$ cat src/rtl/lcd_adapter_pkg.sv
// Shared types for the LCD Avalon-ST width adapters: symbol geometry and the
// per-channel packing state entry.
package lcd_adapter_pkg;

   localparam int SYMBOL_W    = 8;
   localparam int IN_SYMBOLS  = 4;
   localparam int OUT_SYMBOLS = 8;
   localparam int IN_W        = IN_SYMBOLS * SYMBOL_W;
   localparam int OUT_W       = OUT_SYMBOLS * SYMBOL_W;
   localparam int IN_EMPTY_W  = $clog2(IN_SYMBOLS);
   localparam int OUT_EMPTY_W = $clog2(OUT_SYMBOLS);

   typedef enum logic {
      ST_EMPTY = 1'b0,
      ST_HALF  = 1'b1
   } pk_state_e;

   // ST_EMPTY must encode as zero so that an all-zero entry is a cleared one.
   typedef struct packed {
      pk_state_e        state;
      logic             hold_sop;
      logic [IN_W-1:0]  hold;
   } pk_entry_t;

   // A lone eop beat fills only the upper half, so the lower four symbols are empty too.
   function automatic logic [OUT_EMPTY_W-1:0] lone_beat_empty(input logic [IN_EMPTY_W-1:0] e);
      return {1'b0, e} + OUT_EMPTY_W'(IN_SYMBOLS);
   endfunction

endpackage

$ cat src/rtl/lcd_32_to_64_bits_packer_if.sv
// Avalon-ST beat bundle, sized per side of the adapter.
interface lcd_32_to_64_bits_packer_if #(
   parameter int DATA_W  = 32,
   parameter int EMPTY_W = 2,
   parameter int CH_W    = 1
) ();

   logic [DATA_W-1:0]  data;
   logic               valid;
   logic               ready;
   logic               startofpacket;
   logic               endofpacket;
   logic [EMPTY_W-1:0] empty;
   logic [CH_W-1:0]    channel;

   modport master (
      output data, valid, startofpacket, endofpacket, empty, channel,
      input  ready
   );

   modport slave (
      input  data, valid, startofpacket, endofpacket, empty, channel,
      output ready
   );

endinterface

$ cat src/rtl/lcd_32_to_64_bits_state_table.sv
// Per-channel packing state table: cleared by a walk after reset, written one
// cycle after the deciding beat, read combinationally with bypass of that write.
module lcd_32_to_64_bits_state_table
   import lcd_adapter_pkg::*;
#(
   parameter int CHANNELS      = 2,
   parameter int CHANNEL_WIDTH = 1
) (
   input  logic                     clk,
   input  logic                     reset_n,
   input  logic [CHANNEL_WIDTH-1:0] i_rd_ch,
   output pk_entry_t                o_rd_entry,
   input  logic                     i_wr_en,
   input  logic [CHANNEL_WIDTH-1:0] i_wr_ch,
   input  pk_entry_t                i_wr_entry,
   output logic                     o_clearing
);

   logic                     r_clearing;
   logic [CHANNEL_WIDTH-1:0] r_clr_cnt;
   pk_entry_t                r_tab [CHANNELS];

   always_ff @(posedge clk or negedge reset_n) begin
      if (!reset_n) begin
         r_clearing <= 1'b1;
         r_clr_cnt  <= CHANNEL_WIDTH'(CHANNELS - 1);
      end else if (r_clearing) begin
         if (r_clr_cnt == '0) begin
            r_clearing <= 1'b0;
         end else begin
            r_clr_cnt <= r_clr_cnt - 1'b1;
         end
      end
   end

   // Storage has no reset of its own; the walk is what empties it.
   always_ff @(posedge clk) begin
      if (r_clearing) begin
         r_tab[r_clr_cnt] <= '0;
      end else if (i_wr_en) begin
         r_tab[i_wr_ch] <= i_wr_entry;
      end
   end

   assign o_rd_entry = (i_wr_en && (i_wr_ch == i_rd_ch)) ? i_wr_entry : r_tab[i_rd_ch];
   assign o_clearing = r_clearing;

endmodule

$ cat src/rtl/lcd_32_to_64_bits_packer.sv
// Channelised Avalon-ST packer: two 32-bit beats into one 64-bit beat, big-endian.
//   state    | meaning
//   ST_EMPTY | channel holds nothing; next beat starts a word (or emits alone on eop)
//   ST_HALF  | channel holds the upper half-word and its sop flag
module lcd_32_to_64_bits_packer
   import lcd_adapter_pkg::*;
#(
   parameter int CHANNELS      = 2,
   parameter int CHANNEL_WIDTH = 1
) (
   input  logic                      clk,
   input  logic                      reset_n,
   lcd_32_to_64_bits_packer_if.slave  in_st,
   lcd_32_to_64_bits_packer_if.master out_st,
   output logic                      protocol_error
);

   logic                     w_clearing;
   logic                     w_in_ready;
   logic                     w_acc;
   logic                     w_ch_ok;
   pk_entry_t                w_rd_entry;

   logic                     w_wr_en;
   pk_entry_t                w_wr_entry;
   logic                     w_emit;
   logic [OUT_W-1:0]         w_emit_data;
   logic                     w_emit_sop;
   logic                     w_emit_eop;
   logic [OUT_EMPTY_W-1:0]   w_emit_empty;
   logic                     w_perr;

   logic                     r_wr_en;
   logic [CHANNEL_WIDTH-1:0] r_wr_ch;
   pk_entry_t                r_wr_entry;

   logic                     r_out_valid;
   logic [OUT_W-1:0]         r_out_data;
   logic                     r_out_sop;
   logic                     r_out_eop;
   logic [OUT_EMPTY_W-1:0]   r_out_empty;
   logic [CHANNEL_WIDTH-1:0] r_out_channel;
   logic                     r_perr;

   assign w_in_ready = ~w_clearing & (~r_out_valid | out_st.ready);
   assign w_acc      = in_st.valid & w_in_ready;

   generate
      if (CHANNELS < (1 << CHANNEL_WIDTH)) begin : g_ch_range
         assign w_ch_ok = (int'(in_st.channel) < CHANNELS);
      end else begin : g_ch_full
         assign w_ch_ok = 1'b1;
      end
   endgenerate

   lcd_32_to_64_bits_state_table #(
      .CHANNELS      (CHANNELS),
      .CHANNEL_WIDTH (CHANNEL_WIDTH)
   ) u_state_table (
      .clk        (clk),
      .reset_n    (reset_n),
      .i_rd_ch    (in_st.channel),
      .o_rd_entry (w_rd_entry),
      .i_wr_en    (r_wr_en),
      .i_wr_ch    (r_wr_ch),
      .i_wr_entry (r_wr_entry),
      .o_clearing (w_clearing)
   );

   always_comb begin
      w_wr_en      = 1'b0;
      w_wr_entry   = '0;
      w_emit       = 1'b0;
      w_emit_data  = '0;
      w_emit_sop   = 1'b0;
      w_emit_eop   = 1'b0;
      w_emit_empty = '0;
      w_perr       = 1'b0;
      if (w_acc) begin
         if (!w_ch_ok) begin
            w_perr = 1'b1;
         end else begin
            w_wr_en = 1'b1;
            if ((w_rd_entry.state == ST_HALF) && !in_st.startofpacket) begin
               w_emit       = 1'b1;
               w_emit_data  = {w_rd_entry.hold, in_st.data};
               w_emit_sop   = w_rd_entry.hold_sop;
               w_emit_eop   = in_st.endofpacket;
               w_emit_empty = in_st.endofpacket ? {1'b0, in_st.empty} : '0;
            end else begin
               // A sop landing on a held half abandons it and restarts the packet here.
               w_perr = (w_rd_entry.state == ST_HALF);
               if (in_st.endofpacket) begin
                  w_emit       = 1'b1;
                  w_emit_data  = {in_st.data, {IN_W{1'b0}}};
                  w_emit_sop   = in_st.startofpacket;
                  w_emit_eop   = 1'b1;
                  w_emit_empty = lone_beat_empty(in_st.empty);
               end else begin
                  w_wr_entry.state    = ST_HALF;
                  w_wr_entry.hold_sop = in_st.startofpacket;
                  w_wr_entry.hold     = in_st.data;
               end
            end
         end
      end
   end

   // Table write is staged one cycle; the table's read bypass hides the delay.
   always_ff @(posedge clk or negedge reset_n) begin
      if (!reset_n) begin
         r_wr_en    <= 1'b0;
         r_wr_ch    <= '0;
         r_wr_entry <= '0;
      end else begin
         r_wr_en    <= w_wr_en;
         r_wr_ch    <= in_st.channel;
         r_wr_entry <= w_wr_entry;
      end
   end

   always_ff @(posedge clk or negedge reset_n) begin
      if (!reset_n) begin
         r_out_valid   <= 1'b0;
         r_out_data    <= '0;
         r_out_sop     <= 1'b0;
         r_out_eop     <= 1'b0;
         r_out_empty   <= '0;
         r_out_channel <= '0;
         r_perr        <= 1'b0;
      end else begin
         r_perr <= w_perr;
         if (w_emit) begin
            r_out_valid   <= 1'b1;
            r_out_data    <= w_emit_data;
            r_out_sop     <= w_emit_sop;
            r_out_eop     <= w_emit_eop;
            r_out_empty   <= w_emit_empty;
            r_out_channel <= in_st.channel;
         end else if (out_st.ready) begin
            r_out_valid <= 1'b0;
         end
      end
   end

   assign in_st.ready          = w_in_ready;
   assign out_st.valid         = r_out_valid;
   assign out_st.data          = r_out_data;
   assign out_st.startofpacket = r_out_sop;
   assign out_st.endofpacket   = r_out_eop;
   assign out_st.empty         = r_out_empty;
   assign out_st.channel       = r_out_channel;
   assign protocol_error       = r_perr;

endmodule

$ cat src/flat_wrapper.sv
// flat-port wrapper written by rule: the top's interface ports become plain ports
module lcd_32_to_64_bits_packer_flat import lcd_adapter_pkg::*;
#(
   parameter int CHANNELS      = 2,
   parameter int CHANNEL_WIDTH = 1
)
  (clk, reset_n, protocol_error, in_st_data, in_st_valid, in_st_startofpacket, in_st_endofpacket, in_st_empty, in_st_channel, in_st_ready, out_st_data, out_st_valid, out_st_startofpacket, out_st_endofpacket, out_st_empty, out_st_channel, out_st_ready);
  lcd_32_to_64_bits_packer_if #(.DATA_W(32), .EMPTY_W(2), .CH_W(1)) in_st_i ();
  lcd_32_to_64_bits_packer_if #(.DATA_W(64), .EMPTY_W(3), .CH_W(1)) out_st_i ();
  input  logic clk;
  input  logic reset_n;
  output logic protocol_error;
  input wire logic [$bits(in_st_i.data)-1:0] in_st_data;
  input wire logic [$bits(in_st_i.valid)-1:0] in_st_valid;
  input wire logic [$bits(in_st_i.startofpacket)-1:0] in_st_startofpacket;
  input wire logic [$bits(in_st_i.endofpacket)-1:0] in_st_endofpacket;
  input wire logic [$bits(in_st_i.empty)-1:0] in_st_empty;
  input wire logic [$bits(in_st_i.channel)-1:0] in_st_channel;
  output wire logic [$bits(in_st_i.ready)-1:0] in_st_ready;
  output wire logic [$bits(out_st_i.data)-1:0] out_st_data;
  output wire logic [$bits(out_st_i.valid)-1:0] out_st_valid;
  output wire logic [$bits(out_st_i.startofpacket)-1:0] out_st_startofpacket;
  output wire logic [$bits(out_st_i.endofpacket)-1:0] out_st_endofpacket;
  output wire logic [$bits(out_st_i.empty)-1:0] out_st_empty;
  output wire logic [$bits(out_st_i.channel)-1:0] out_st_channel;
  input wire logic [$bits(out_st_i.ready)-1:0] out_st_ready;
  assign in_st_i.data = in_st_data;
  assign in_st_i.valid = in_st_valid;
  assign in_st_i.startofpacket = in_st_startofpacket;
  assign in_st_i.endofpacket = in_st_endofpacket;
  assign in_st_i.empty = in_st_empty;
  assign in_st_i.channel = in_st_channel;
  assign in_st_ready = in_st_i.ready;
  assign out_st_data = out_st_i.data;
  assign out_st_valid = out_st_i.valid;
  assign out_st_startofpacket = out_st_i.startofpacket;
  assign out_st_endofpacket = out_st_i.endofpacket;
  assign out_st_empty = out_st_i.empty;
  assign out_st_channel = out_st_i.channel;
  assign out_st_i.ready = out_st_ready;
  lcd_32_to_64_bits_packer #(.CHANNELS(CHANNELS), .CHANNEL_WIDTH(CHANNEL_WIDTH)) u_core (.clk(clk), .reset_n(reset_n), .in_st(in_st_i), .out_st(out_st_i), .protocol_error(protocol_error));
endmodule
$ cat config.mk
export PLATFORM = sky130hd
export DESIGN_NAME = lcd_32_to_64_bits_packer_flat
export DESIGN_NICKNAME = d
export VERILOG_FILES = /design/src/rtl/lcd_adapter_pkg.sv /design/src/rtl/lcd_32_to_64_bits_packer_if.sv /design/src/rtl/lcd_32_to_64_bits_state_table.sv /design/src/rtl/lcd_32_to_64_bits_packer.sv /design/src/flat_wrapper.sv
export SDC_FILE = /design/constraint.sdc
export NUM_CORES = 1
export LEC_CHECK = 0
export CAP_MARGIN = 20
export CORE_UTILIZATION = 49
export DETAILED_ROUTE_END_ITERATION = 10
export GPL_TIMING_DRIVEN = 1
export PLACE_DENSITY_LB_ADDON = 0.15
export SYNTH_ARGS = -nofsm -noshare
export SYNTH_HDL_FRONTEND = slang
export SYNTH_HIERARCHICAL = 1
export SYNTH_SLANG_ARGS = --single-unit
$ cat constraint.sdc
create_clock -name clk -period 3 [get_ports clk]
set_input_delay 0.75 -clock clk [delete_from_list [all_inputs] [get_ports clk]]
set_output_delay 0.75 -clock clk [all_outputs]
set_load 0.02 [all_outputs]
==> metrics <==
final instance area=0.00956 sq mm; dpl cell area=0.00892 sq mm; TritonCTS clock tree=done; cells on worst reg2reg path=9; WL/cell=20.5 um; dpl cells=832; Layout Utilization=62.9%; setup TNS=0 ns; Post-synth EDFFs=68; die height=127 um; TritonCTS Buffers=17; Clock power frac=36.8%; total of max-cap violations=0; yosys warns=6; CP Max Fanout=3; Sequential Power Share=45.1%; Worst slew margin=57.5%; cts hold-fix bufs=0; CTS resizes=0; Vias/cell=5.87; WP data arrival=2.15 ns; Root Driver=clkbuf_16; Ant. Diodes=0; post-synth cell types=36; worst clock skew=0.00946 ns; Routability Congestion=0.759; drt first pass iters=4; Int Power=4.75 mW; Worst-Skew Late Latency=0.42 ns; Avg Inst Size Synth=13.7 sq um; worst vdd ir=0.465 mV; initial antenna violation count=0; fraction of final layout cells with drive strength greater than 1=14.3%; Net Switching=1.62 mW; area of the core=0.0152 sq mm; # IOs=114; syn nets=597; Gate power share=18.1%; worst slew pin tran=0.638 ns; RR Startpoint=u_core/r_wr_ch$_DFF_PN0_; leakage power total=4.04 nW; Final nets=704; r2r setup slk=0.60 ns; standard-cell row count=45; # setup viols final=0; Net Sw Frac=25.4%; Hold Crit Class=primary input to async pin; worst endpoint required time=2.25 ns; synthesis-to-layout area growth=25.1%; first-pass GRT wire length=28.9 mm; Remaining DRCs=0; Cell Count, Final, Fillers Out=864; Mapped Area=0.00764 sq mm; status=finished clean; Max Slew Vio Count=0; vias=5069; Final Hold Fails=0; Setup CP Type=primary input to primary output; placed wire-length estimate=10.6 mm; vias in the first global route=5412; Tmin final=2.90 ns; post-synthesis register bit count=178; Die X=127 um; Clock Sinks=178; postcts setup bufs=0; largest net degree at the start of global routing=69; R2R Path End=u_core/out_st.data[48]$_DFFE_PN0P_; CTS H-Tree Depth=4; clock-pin slew on the worst setup and hold paths=0.06 ns; Main synth FF type=dfrtp_1; final WL=17.7 mm; sequential area share after synthesis=62.8%; All-Layer GR Usage=23.5%; Startpoint Class=primary input; Longest Clk Path Bufs=2; Routed Antenna Nets=0; DRT iter0 DRCs=332; Starting Density=50.2%; Port Buffers=113; fin crit share=96.8%; global route overflow=0; DIE AREA=0.0161 sq mm; CP Capture Type=primary output; fmax=344 MHz; power per cell area=666 mW/mm^2; RSZ-0062 raised after global routing=no; Gate Count Post-Synth=556; ys async rst share=61.8%
[cells in the mapped netlist (all sizes together), types with 3 or more instances]
master | n | share of area (%)
dfrtp | 108 | 35
edfxtp | 68 | 27
and2 | 67 | 5.5
o21ai | 60 | 5.4
mux2i | 34 | 4.5
o2bb2ai | 34 | 3.9
a31oi | 33 | 2.7
a22o | 32 | 3.7
and3b | 32 | 3.7
buf | 26 | 3.1
clkbuf | 22 | 1.1
a21o | 5 | 0.49
nor2b | 5 | 0.51
nor3 | 5 | 0.48
inv | 4 | 0.20
nand2b | 3 | 0.25
[cell usage in the layout, fill, tap and decap left out, types with 3 or more instances in the layout]
| cell | synthesis | routed |
|---|---|---|
| o2bb2ai_1 | 34 | 34 |
| and3b_1 | 32 | 32 |
| a21o_1 | 5 | 4 |
| buf_12 | 3 | 4 |
| nor2b_1 | 4 | 3 |
| buf_4 | 1 | 20 |
| mux2i_1 | 34 | 34 |
| o21ai_2 | 30 | 30 |
| nor3_1 | 4 | 4 |
| inv_1 | 3 | 3 |
| a31oi_1 | 33 | 33 |
| a22o_1 | 32 | 32 |
| o21ai_0 | 30 | 30 |
| and2_1 | 67 | 67 |
| edfxtp_1 | 68 | 68 |
| clkbuf_1 | 22 | 3 |
| clkbuf_16 | 0 | 19 |
| clkdlybuf4s50_1 | 0 | 110 |
| bufinv_16 | 0 | 3 |
| dfrtp_1 | 108 | 108 |
[stage by stage]
step                hold slack, ns  power [mW]  setup slack, ns
finish                       0.260        6.36           0.0953
global route                 0.275        6.60           0.0140
CTS                          0.258        6.41           0.0783
detailed placement           0.473        4.07           0.0797
global placement             0.469        4.05           0.0889
floorplan                    0.454        3.51            0.410
[per-layer routing]
metal  GRT usage [%]  up-vias  part of all wire [%]
li1                -     2294                     -
met1            29.8     2596                    43
met2            40.9      159                    51
met3            3.96       20                   4.4
met4            8.12        0                   1.4
met5               0        -                     0
[worst max-delay path, stage by stage]
cell and delay, ns:
clkdlybuf4s50_1 0.42, nor2b_1 0.36, nor2_1 0.07, clkdlybuf4s50_1 0.55
[worst max path at each step]
| stage | depth (start not counted) | from | endpoint |
|---|---|---|---|
| finish | 4 | out_st_ready | in_st_ready |
| global route | 4 | out_st_ready | in_st_ready |
| CTS | 4 | out_st_ready | in_st_ready |
| detailed placement | 4 | out_st_ready | in_st_ready |
| global placement | 4 | out_st_ready | in_st_ready |
| floorplan | 10 | in_st_channel | u_core/out_st.data[44]$_DFFE_PN0P_ |
[power by group through the flow]
| stage | Sequential, mW | Combinational (mW) | Clock [mW] |
|---|---|---|---|
| after floorplan | 3.09 | 0.421 | 0 |
| after global placement | 2.90 | 1.14 | 0 |
| after detailed placement | 2.91 | 1.16 | 0 |
| after CTS | 2.87 | 1.17 | 2.38 |
| after global routing | 2.89 | 1.23 | 2.48 |
| final | 2.87 | 1.15 | 2.34 |
[kinds of logic after synthesis]
group / Yosys count / synth area share [%]
AO/OA/AOI/OAI: 169 / 16.9
buffers and inverters: 52 / 4.34
multiplexers: 35 / 4.60
AND/OR/NAND/NOR: 122 / 11.4
flip-flops: 178 / 62.8
[registers in the layout, summed over array words and instances, names as in the netlist, 3 cells and up]
register	flops
u_core/u_state_table/r_tab	68
u_core/out_st.data	64
u_core/r_wr_entry	34
u_core/out_st.empty	3
[layout make-up]
type / instances / area [sq um]
Fill cell: 1166 / 5640
Sequential cell: 178 / 4800
Multi-Input combinational cell: 326 / 2540
Timing Repair Buffer: 136 / 1340
Clock buffer: 24 / 514
Tap cell: 188 / 235
Clock inverter: 8 / 120
Inverter: 4 / 15.0
(Power assumes the default switching activity.)
